`src/rtl/apb4_master_if.sv`:
```
// Bundle of request/response channel and APB4 bus signals around apb4_master.
// The master modport is the requester's view; the slave modport is the opposite side.
interface apb4_master_if #(
    parameter int ADDR_WIDTH = 3,
    parameter int DATA_WIDTH = 32
);
    localparam int STRB_WIDTH = DATA_WIDTH / 8;

    logic                  req_valid;
    logic                  req_ready;
    logic [ADDR_WIDTH-1:0] req_addr;
    logic                  req_write;
    logic [DATA_WIDTH-1:0] req_wdata;
    logic [STRB_WIDTH-1:0] req_strb;
    logic [2:0]            req_prot;

    logic                  rsp_valid;
    logic                  rsp_ready;
    logic [DATA_WIDTH-1:0] rsp_rdata;
    logic                  rsp_err;
    logic                  rsp_timeout;

    logic                  psel;
    logic                  penable;
    logic                  pwrite;
    logic [ADDR_WIDTH-1:0] paddr;
    logic [DATA_WIDTH-1:0] pwdata;
    logic [STRB_WIDTH-1:0] pstrb;
    logic [2:0]            pprot;
    logic                  pready;
    logic                  pslverr;
    logic [DATA_WIDTH-1:0] prdata;

    modport master (
        input  req_valid, req_addr, req_write, req_wdata, req_strb, req_prot,
        output req_ready,
        output rsp_valid, rsp_rdata, rsp_err, rsp_timeout,
        input  rsp_ready,
        output psel, penable, pwrite, paddr, pwdata, pstrb, pprot,
        input  pready, pslverr, prdata
    );

    modport slave (
        output req_valid, req_addr, req_write, req_wdata, req_strb, req_prot,
        input  req_ready,
        input  rsp_valid, rsp_rdata, rsp_err, rsp_timeout,
        output rsp_ready,
        input  psel, penable, pwrite, paddr, pwdata, pstrb, pprot,
        output pready, pslverr, prdata
    );
endinterface

```
`src/rtl/apb4_master.sv`:
```
// APB4 requester: one valid/ready request becomes one SETUP/ACCESS transfer,
// with the result returned on a valid/ready response channel and a PREADY timeout.
module apb4_master #(
    parameter int ADDR_WIDTH     = 3,
    parameter int DATA_WIDTH     = 32,
    parameter int TIMEOUT_CYCLES = 16
) (
    input logic          clk,
    input logic          rst,
    apb4_master_if.master bus
);
    localparam int STRB_WIDTH = DATA_WIDTH / 8;
    localparam int CNT_W      = ($clog2(TIMEOUT_CYCLES + 1) > 1) ? $clog2(TIMEOUT_CYCLES + 1) : 1;
    localparam logic [CNT_W-1:0] CNT_LAST = CNT_W'((TIMEOUT_CYCLES > 0) ? (TIMEOUT_CYCLES - 1) : 0);
    localparam logic [CNT_W-1:0] CNT_MAX  = {CNT_W{1'b1}};

    typedef enum logic [1:0] {
        IDLE   = 2'd0,
        SETUP  = 2'd1,
        ACCESS = 2'd2,
        RESP   = 2'd3
    } state_t;

    state_t                state_r;
    logic [CNT_W-1:0]      cnt_r;
    logic                  req_ready_r;
    logic                  rsp_valid_r;
    logic [DATA_WIDTH-1:0] rsp_rdata_r;
    logic                  rsp_err_r;
    logic                  rsp_timeout_r;
    logic                  psel_r;
    logic                  penable_r;
    logic                  pwrite_r;
    logic [ADDR_WIDTH-1:0] paddr_r;
    logic [DATA_WIDTH-1:0] pwdata_r;
    logic [STRB_WIDTH-1:0] pstrb_r;
    logic [2:0]            pprot_r;
    logic                  timeout_hit_s;

    // A zero TIMEOUT_CYCLES keeps the compare permanently false.
    assign timeout_hit_s = (TIMEOUT_CYCLES > 0) && (cnt_r == CNT_LAST);

    // Transfer sequencer; every output is a register written only here.
    always_ff @(posedge clk or posedge rst) begin
        if (rst) begin
            state_r       <= IDLE;
            cnt_r         <= '0;
            req_ready_r   <= 1'b0;
            rsp_valid_r   <= 1'b0;
            rsp_rdata_r   <= '0;
            rsp_err_r     <= 1'b0;
            rsp_timeout_r <= 1'b0;
            psel_r        <= 1'b0;
            penable_r     <= 1'b0;
            pwrite_r      <= 1'b0;
            paddr_r       <= '0;
            pwdata_r      <= '0;
            pstrb_r       <= '0;
            pprot_r       <= 3'b000;
        end else begin
            case (state_r)
                IDLE: begin
                    if (bus.req_valid && req_ready_r) begin
                        paddr_r     <= bus.req_addr;
                        pwrite_r    <= bus.req_write;
                        pwdata_r    <= bus.req_wdata;
                        pstrb_r     <= bus.req_write ? bus.req_strb : '0;
                        pprot_r     <= bus.req_prot;
                        psel_r      <= 1'b1;
                        penable_r   <= 1'b0;
                        req_ready_r <= 1'b0;
                        cnt_r       <= '0;
                        state_r     <= SETUP;
                    end else begin
                        req_ready_r <= 1'b1;
                    end
                end
                SETUP: begin
                    penable_r <= 1'b1;
                    state_r   <= ACCESS;
                end
                ACCESS: begin
                    if (bus.pready) begin
                        rsp_rdata_r   <= pwrite_r ? '0 : bus.prdata;
                        rsp_err_r     <= bus.pslverr;
                        rsp_timeout_r <= 1'b0;
                        rsp_valid_r   <= 1'b1;
                        psel_r        <= 1'b0;
                        penable_r     <= 1'b0;
                        state_r       <= RESP;
                    end else if (timeout_hit_s) begin
                        rsp_rdata_r   <= '0;
                        rsp_err_r     <= 1'b1;
                        rsp_timeout_r <= 1'b1;
                        rsp_valid_r   <= 1'b1;
                        psel_r        <= 1'b0;
                        penable_r     <= 1'b0;
                        state_r       <= RESP;
                    end else if (cnt_r != CNT_MAX) begin
                        cnt_r <= cnt_r + CNT_W'(1);
                    end
                end
                RESP: begin
                    if (bus.rsp_ready) begin
                        rsp_valid_r <= 1'b0;
                        req_ready_r <= 1'b1;
                        state_r     <= IDLE;
                    end
                end
                default: begin
                    state_r     <= IDLE;
                    psel_r      <= 1'b0;
                    penable_r   <= 1'b0;
                    rsp_valid_r <= 1'b0;
                    req_ready_r <= 1'b0;
                end
            endcase
        end
    end

    assign bus.req_ready   = req_ready_r;
    assign bus.rsp_valid   = rsp_valid_r;
    assign bus.rsp_rdata   = rsp_rdata_r;
    assign bus.rsp_err     = rsp_err_r;
    assign bus.rsp_timeout = rsp_timeout_r;
    assign bus.psel        = psel_r;
    assign bus.penable     = penable_r;
    assign bus.pwrite      = pwrite_r;
    assign bus.paddr       = paddr_r;
    assign bus.pwdata      = pwdata_r;
    assign bus.pstrb       = pstrb_r;
    assign bus.pprot       = pprot_r;
endmodule

```
`src/flat_wrapper.sv`:
```
// flat-port wrapper written by rule: the top's interface ports become plain ports
module apb4_master_flat 
#(
    parameter int ADDR_WIDTH     = 3,
    parameter int DATA_WIDTH     = 32,
    parameter int TIMEOUT_CYCLES = 16
)
  (clk, rst, bus_req_valid, bus_req_addr, bus_req_write, bus_req_wdata, bus_req_strb, bus_req_prot, bus_req_ready, bus_rsp_valid, bus_rsp_rdata, bus_rsp_err, bus_rsp_timeout, bus_rsp_ready, bus_psel, bus_penable, bus_pwrite, bus_paddr, bus_pwdata, bus_pstrb, bus_pprot, bus_pready, bus_pslverr, bus_prdata);
  apb4_master_if #(.ADDR_WIDTH(ADDR_WIDTH), .DATA_WIDTH(DATA_WIDTH)) bus_i ();
  input logic clk;
  input logic rst;
  input wire logic [$bits(bus_i.req_valid)-1:0] bus_req_valid;
  input wire logic [$bits(bus_i.req_addr)-1:0] bus_req_addr;
  input wire logic [$bits(bus_i.req_write)-1:0] bus_req_write;
  input wire logic [$bits(bus_i.req_wdata)-1:0] bus_req_wdata;
  input wire logic [$bits(bus_i.req_strb)-1:0] bus_req_strb;
  input wire logic [$bits(bus_i.req_prot)-1:0] bus_req_prot;
  output wire logic [$bits(bus_i.req_ready)-1:0] bus_req_ready;
  output wire logic [$bits(bus_i.rsp_valid)-1:0] bus_rsp_valid;
  output wire logic [$bits(bus_i.rsp_rdata)-1:0] bus_rsp_rdata;
  output wire logic [$bits(bus_i.rsp_err)-1:0] bus_rsp_err;
  output wire logic [$bits(bus_i.rsp_timeout)-1:0] bus_rsp_timeout;
  input wire logic [$bits(bus_i.rsp_ready)-1:0] bus_rsp_ready;
  output wire logic [$bits(bus_i.psel)-1:0] bus_psel;
  output wire logic [$bits(bus_i.penable)-1:0] bus_penable;
  output wire logic [$bits(bus_i.pwrite)-1:0] bus_pwrite;
  output wire logic [$bits(bus_i.paddr)-1:0] bus_paddr;
  output wire logic [$bits(bus_i.pwdata)-1:0] bus_pwdata;
  output wire logic [$bits(bus_i.pstrb)-1:0] bus_pstrb;
  output wire logic [$bits(bus_i.pprot)-1:0] bus_pprot;
  input wire logic [$bits(bus_i.pready)-1:0] bus_pready;
  input wire logic [$bits(bus_i.pslverr)-1:0] bus_pslverr;
  input wire logic [$bits(bus_i.prdata)-1:0] bus_prdata;
  assign bus_i.req_valid = bus_req_valid;
  assign bus_i.req_addr = bus_req_addr;
  assign bus_i.req_write = bus_req_write;
  assign bus_i.req_wdata = bus_req_wdata;
  assign bus_i.req_strb = bus_req_strb;
  assign bus_i.req_prot = bus_req_prot;
  assign bus_req_ready = bus_i.req_ready;
  assign bus_rsp_valid = bus_i.rsp_valid;
  assign bus_rsp_rdata = bus_i.rsp_rdata;
  assign bus_rsp_err = bus_i.rsp_err;
  assign bus_rsp_timeout = bus_i.rsp_timeout;
  assign bus_i.rsp_ready = bus_rsp_ready;
  assign bus_psel = bus_i.psel;
  assign bus_penable = bus_i.penable;
  assign bus_pwrite = bus_i.pwrite;
  assign bus_paddr = bus_i.paddr;
  assign bus_pwdata = bus_i.pwdata;
  assign bus_pstrb = bus_i.pstrb;
  assign bus_pprot = bus_i.pprot;
  assign bus_i.pready = bus_pready;
  assign bus_i.pslverr = bus_pslverr;
  assign bus_i.prdata = bus_prdata;
  apb4_master #(.ADDR_WIDTH(ADDR_WIDTH), .DATA_WIDTH(DATA_WIDTH), .TIMEOUT_CYCLES(TIMEOUT_CYCLES)) u_core (.clk(clk), .rst(rst), .bus(bus_i));
endmodule
```
`config.mk`:
```
export PLATFORM = sky130hd
export DESIGN_NAME = apb4_master_flat
export DESIGN_NICKNAME = d
export VERILOG_FILES = /design/src/rtl/apb4_master_if.sv /design/src/rtl/apb4_master.sv /design/src/flat_wrapper.sv
export SDC_FILE = /design/constraint.sdc
export NUM_CORES = 1
export LEC_CHECK = 0
export CAP_MARGIN = 15
export CELL_PAD_IN_SITES_DETAIL_PLACEMENT = 1
export CELL_PAD_IN_SITES_GLOBAL_PLACEMENT = 1
export CORE_ASPECT_RATIO = 0.9
export CORE_UTILIZATION = 31
export CTS_CLUSTER_SIZE = 14
export DETAILED_ROUTE_END_ITERATION = 6
export GPL_ROUTABILITY_DRIVEN = 0
export PLACE_DENSITY_LB_ADDON = 0.3
export SYNTH_ARGS = -nofsm -noshare
export SYNTH_HDL_FRONTEND = slang
export SYNTH_SLANG_ARGS = --single-unit
```
`constraint.sdc`:
```
create_clock -name clk -period 3.1 [get_ports clk]
set_input_delay 0.62 -clock clk [delete_from_list [all_inputs] [get_ports clk]]
set_output_delay 0.62 -clock clk [all_outputs]
set_load 0.01 [all_outputs]
```
==> results.toml, run 1 <==
[pwr]
power.density_nw_per_um2 = 953
peakVddDrop_mv = 0.442
p_leak_nw = 2.40
total_power_w = 0.00542

[synthesis]
syn_inst = 304
mappedNetlistArea_um2 = 3590
syn-num-nets = 392
netlist-cell-type-count = 34
syn_avg_cell_area_um2 = 11.8
yosysTopAreaCell = "dfrtp_1"
yosysSeqAreaShare = 0.613
ys_top_cells_by_area = "dfrtp_1 61%, mux2_2 13%, nand2_1 6.4%"
synth_top_area_share = 0.613
yosys_warnings = 0
synth-seq-cells = 88

[layout]
drive_above_1_share = 0.142
n_antenna_cell = 0
nets = 551
fillers = 1177
area_delta_synth_final_pct = 58.4
finalNonFillerCells = 618

[status]
status = "finished clean"

[sta]
skew_ns = 0.00588
period_needed_ns = 2.33
setup_viol = 0
fmaxAchievable_mhz = 430
finalMaxSlewViolations = 0
fin_crit_sh = 0.750
grt_setup_unrepaired = "no"
worst_slack_ns = 0.774
tightest_slew_ns = 0.804
maxSlewHeadroom = 0.464
hold_viol = 0
timing.setup.tns_ns = 0

[clock_network]
insertion_delay_ns = 0.34
path_clk_slew_ns = 0.06
max-clock-path-buffers = 2
cts_tree = "yes"
root_buffer = "clkbuf_16"
cts_resized = 0
clkSinkCount = 88
htree_levels = 3
cts_buffers = 9
post-cts-setup-buffer-count = 0
holdBufCountCts = 0

[placement]
place_inst = 604
dpl.hpwl_um = 7490
port_buffers = 161
pre_cts_slack_ns = 0.664

[detailed_routing]
remaining_drc_errors = 0
drt_iter0_drc = 136
dr.pass1.iters = 4
post_drt_wl_per_cell_um = 16.5
antenna_left = 0
wirelength_um = 10200
vias = 2885
viasPerCell = 4.67

[grt]
grt_use_total = 0.180
overflow = 0
antenna_found_initial = 0
first_global_vias = 2984
grt_max_degree = 57
grt_first_pass_wirelength_um = 16300

[die]
die_area_um2 = 12000
core_area_um2 = 11000
io_pins = 162
die_h_um = 104
rows = 36
die_x_um = 115
start_util = 0.326

[setup_path]
crit_fanout = 8
required_ns = 3.37
critPathKind = "register to register"
reg2reg_from = "u_core.cnt_r[0]"
cp.arrival_ns = 2.59
startpoint_type = "register"
cp-startpoint = "u_core.cnt_r[0]"
worst_setup_path_end_kind = "register"

[flow_run]
max-cap-violations = 0

[min_path]
hp-class = "register to register"
min_from = "u_core.bus.rsp_rdata[0]"
-- cell type report --
type	count	area [um^2]	area share
Inverter	6	23.8	0.00418
Multi-Input combinational cell	193	1310	0.231
Sequential cell	88	2200	0.387
Clock inverter	3	42.5	0.00747
Clock buffer	11	253	0.0444
Timing Repair Buffer	165	1670	0.293
Tap cell	152	190	0.0334
-- where the power goes --
group	switching (W)	internal [W]
logic	0.00100	0.00138
clock network	0.000432	0.000658
registers	0.000293	0.00166
-- path summary, 6_finish.rpt --
check,to,cells after the start,slack [ns]
worst max-delay path,u_core.cnt_r[3],6,0.77
worst min-delay path,u_core.bus.rsp_rdata[0],2,0.48
worst max register to register,u_core.cnt_r[3],6,0.77
worst min register to register,u_core.bus.rsp_rdata[0],2,0.48
max in group asynchronous,u_core.bus.rsp_rdata[5],3,1.65
min in group asynchronous,u_core.bus.pwdata[21],2,0.72
-- kinds of logic (layout without fill, tap and decap cells) --
group | after synthesis | after routing | synth area share
flops | 88 | 88 | 0.613
simple gates | 87 | 87 | 0.106
fa+ha+maj | 7 | 7 | 0.0244
compound gates | 58 | 58 | 0.101
buf+inv | 23 | 185 | 0.0268
mux | 41 | 41 | 0.128
-- critical path: stages (launching register included) --
cell and delay [ns]:
dfrtp_1 0.43, ha_1 0.25, and3_1 0.21, ha_1 0.29, or3_4 0.43, or4_1 0.54, nand3_1 0.10
-- registers in the layout, summed over array words and instances (netlist names), 2 cells and up --
name                  flops
u_core.bus.paddr          3
u_core.bus.pprot          3
u_core.bus.pstrb          4
u_core.bus.pwdata        32
u_core.bus.rsp_rdata     32
u_core.cnt_r              5
u_core.state_r            2
-- placed cells by master (no fill, tap or decap), drive strengths merged, types with 2 or more instances in the layout --
| master | instances |
|---|---|
| clkdlybuf4s50 | 161 |
| dfrtp | 88 |
| nand2 | 61 |
| mux2 | 41 |
| o21ai | 35 |
| clkbuf | 11 |
| a22o | 9 |
| ha | 7 |
| nand3 | 7 |
| nor2 | 5 |
| inv | 5 |
| buf | 4 |
| a21oi | 3 |
| nor2b | 3 |
| o211ai | 2 |
| nand4 | 2 |
| clkinv | 2 |
| a211oi | 2 |
-- cell usage after synthesis --
cell and count:
a21boi_2 1, o211ai_1 2, a32oi_1 1, a22o_1 9, nor4b_1 1, nand3_1 7
or3_4 1, a211oi_1 2, nor2_1 5, nor3_1 1, o311ai_0 1, ha_1 7
a21bo_2 1, buf_2 2, and2_1 1, inv_1 6, mux2_2 41, nand2b_1 1
dfrtp_1 88, o21ai_0 35, buf_6 1, nor2b_1 3, clkbuf_1 8, a21oi_1 3
a21o_1 1, or4_1 1, o32a_1 1, nand4b_1 1, nand4_1 2, nand3b_1 1
buf_1 6, and3_1 1, o22a_1 1, nand2_1 61
-- routing by layer --
| metal | track usage | share of wire |
|---|---|---|
| met5 | 0 | 0 |
| met4 | 0.0751 | 0.022 |
| met3 | 0.0717 | 0.083 |
| met2 | 0.297 | 0.50 |
| met1 | 0.205 | 0.39 |
-- per-stage QoR --
stage          hold slack [ns]  area, um^2  utilization
2_1_floorplan            0.516        3590            -
3_3_place_gp             0.461        5400        0.489
3_5_place_dp             0.470        5400        0.489
4_1_cts                  0.484        5690        0.516
5_1_grt                  0.503        5690        0.516
6_report                 0.478        5690        0.516
Note: power is estimated with default switching activity, not from simulation.
==> inputs of run 2 (changes only) <==
==> constraint.sdc (replaced) <==
create_clock -name clk -period 2.29 [get_ports clk]
set_input_delay 0.458 -clock clk [delete_from_list [all_inputs] [get_ports clk]]
set_output_delay 0.458 -clock clk [all_outputs]
set_load 0.01 [all_outputs]
==> results.toml, run 2 (synthesis gave the netlist of run 1 again) <==
[pwr]
power.density_nw_per_um2 = 1280
p_leak_nw = 2.44
peakVddDrop_mv = 0.650

[setup_path]
crit_fanout = 5
required_ns = 2.57
worst_setup_path_end_kind = "register"
cp.arrival_ns = 2.39
critPathKind = "register to register"
slowest_stage = "or4_1"
critical_path.most_common_cell = "ha_1"
crit_chain = "ha_1 -> and3_1 -> ha_1 -> or3_4 -> or4_1 -> nand3_1"
startpoint_type = "register"
cpPeakStageDelay_ns = 0.52

[layout]
final_common_cell = "clkdlybuf4s50_1"
fillers = 1167
n_antenna_cell = 0
nets = 559
area_delta_synth_final_pct = 60.2
final_cell_mix = "161 x clkdlybuf4s50_1, 88 x dfrtp_1, 61 x nand2_1"
drive_above_1_share = 0.154

[min_path]
hp-class = "input pin to async pin"

[placement]
dpl.hpwl_um = 7820
port_buffers = 161

[die]
die_h_um = 104
start_util = 0.326
die_x_um = 115
die_area_um2 = 12000
io_pins = 162
rows = 36
core_area_um2 = 11000

[sta]
hold-worst-slack_ns = 0.428
period_needed_ns = 2.12
finalMaxSlewViolations = 0
fin_crit_sh = 0.925
fmaxAchievable_mhz = 472
hold_viol = 0
setup_viol = 0
skew_ns = 0.00529
grt_setup_unrepaired = "no"
tightest_slew_ns = 0.459
maxSlewHeadroom = 0.694
timing.setup.tns_ns = 0

[clock_network]
cts_resized = 0
path_clk_slew_ns = 0.06
clkSinkCount = 88
holdBufCountCts = 0
insertion_delay_ns = 0.34
root_buffer = "clkbuf_16"
cts_buffers = 9
max-clock-path-buffers = 2
htree_levels = 3
cts_tree = "yes"
post-cts-setup-buffer-count = 0

[grt]
grt_max_degree = 57
grt_use_total = 0.188
first_global_vias = 3170
antenna_found_initial = 0
grt_first_pass_wirelength_um = 17000
overflow = 0

[status]
status = "finished clean"

[detailed_routing]
drt_iter0_drc = 86
dr.pass1.iters = 4
remaining_drc_errors = 0
vias = 2951
post_drt_wl_per_cell_um = 16.6
antenna_left = 0
wirelength_um = 10400
viasPerCell = 4.71

[flow_run]
max-cap-violations = 0
## run 2: cell count changes in the layout (fill, tap and decap cells not counted), sizes merged
cell,before,now
buf,4,12
## run 2: worst paths after layout
check / slack, ns / cells after the start / to / startpoint
worst min-delay path: 0.43 / 2 / u_core.bus.pwdata[19] / rst
min in group clk: 0.48 / 2 / u_core.bus.rsp_rdata[24] / u_core.bus.rsp_rdata[24]
worst max register to register: 0.17 / 6 / u_core.cnt_r[3] / u_core.cnt_r[0]
max in group asynchronous: 1.32 / 3 / u_core.bus.pwdata[14] / rst
worst min register to register: 0.48 / 2 / u_core.bus.rsp_rdata[24] / u_core.bus.rsp_rdata[24]
worst max-delay path: 0.17 / 6 / u_core.cnt_r[3] / u_core.cnt_r[0]
## run 2: power by group
part | internal (W) | total [W] | switching (W)
Combinational | 0.00191 | 0.00327 | 0.00137
Clock | 0.000863 | 0.00144 | 0.000581
Sequential | 0.00225 | 0.00265 | 0.000405
Total | 0.00502 | 0.00737 | 0.00235
## run 2: per-stage QoR
| stage | total power [W] | instance area, um^2 | utilization | instances | setup WS (ns) |
|---|---|---|---|---|---|
| after CTS | 0.00750 | 5760 | 0.522 | 626 | 0.166 |
| after detailed placement | 0.00600 | 5470 | 0.496 | 612 | 0.177 |
| after global placement | 0.00585 | 5470 | 0.496 | 612 | 0.214 |
| after global routing | 0.00786 | 5760 | 0.522 | 626 | 0.0773 |
| final | 0.00737 | 5760 | 0.522 | 626 | 0.172 |
| after floorplan | 0.00409 | 3600 | - | 304 | 0.211 |
## run 2: critical path, delay by kind of cell, from the launching register on
kind | cells | cell delay (ns)
flops | 1 | 0.41
fa+ha+maj | 2 | 0.44
simple gates | 4 | 1.20
## run 2: routing by layer
metal	global-route usage	share of wire	vias to the layer above
li1	-	-	1379
met1	0.217	0.40	1463
met2	0.316	0.50	95
met3	0.0734	0.075	14
met4	0.0640	0.018	0
met5	0	0	-
## run 2: final cells by class
cell class | count | area, um^2 | share of cell area
clock inverters | 3 | 43.8 | 0.00761
clock buffers | 11 | 243 | 0.0422
inverters | 6 | 26.3 | 0.00456
repair buffers | 173 | 1740 | 0.302
multi-input cells | 193 | 1310 | 0.228
flip-flops and latches | 88 | 2200 | 0.382
well taps | 152 | 190 | 0.0330
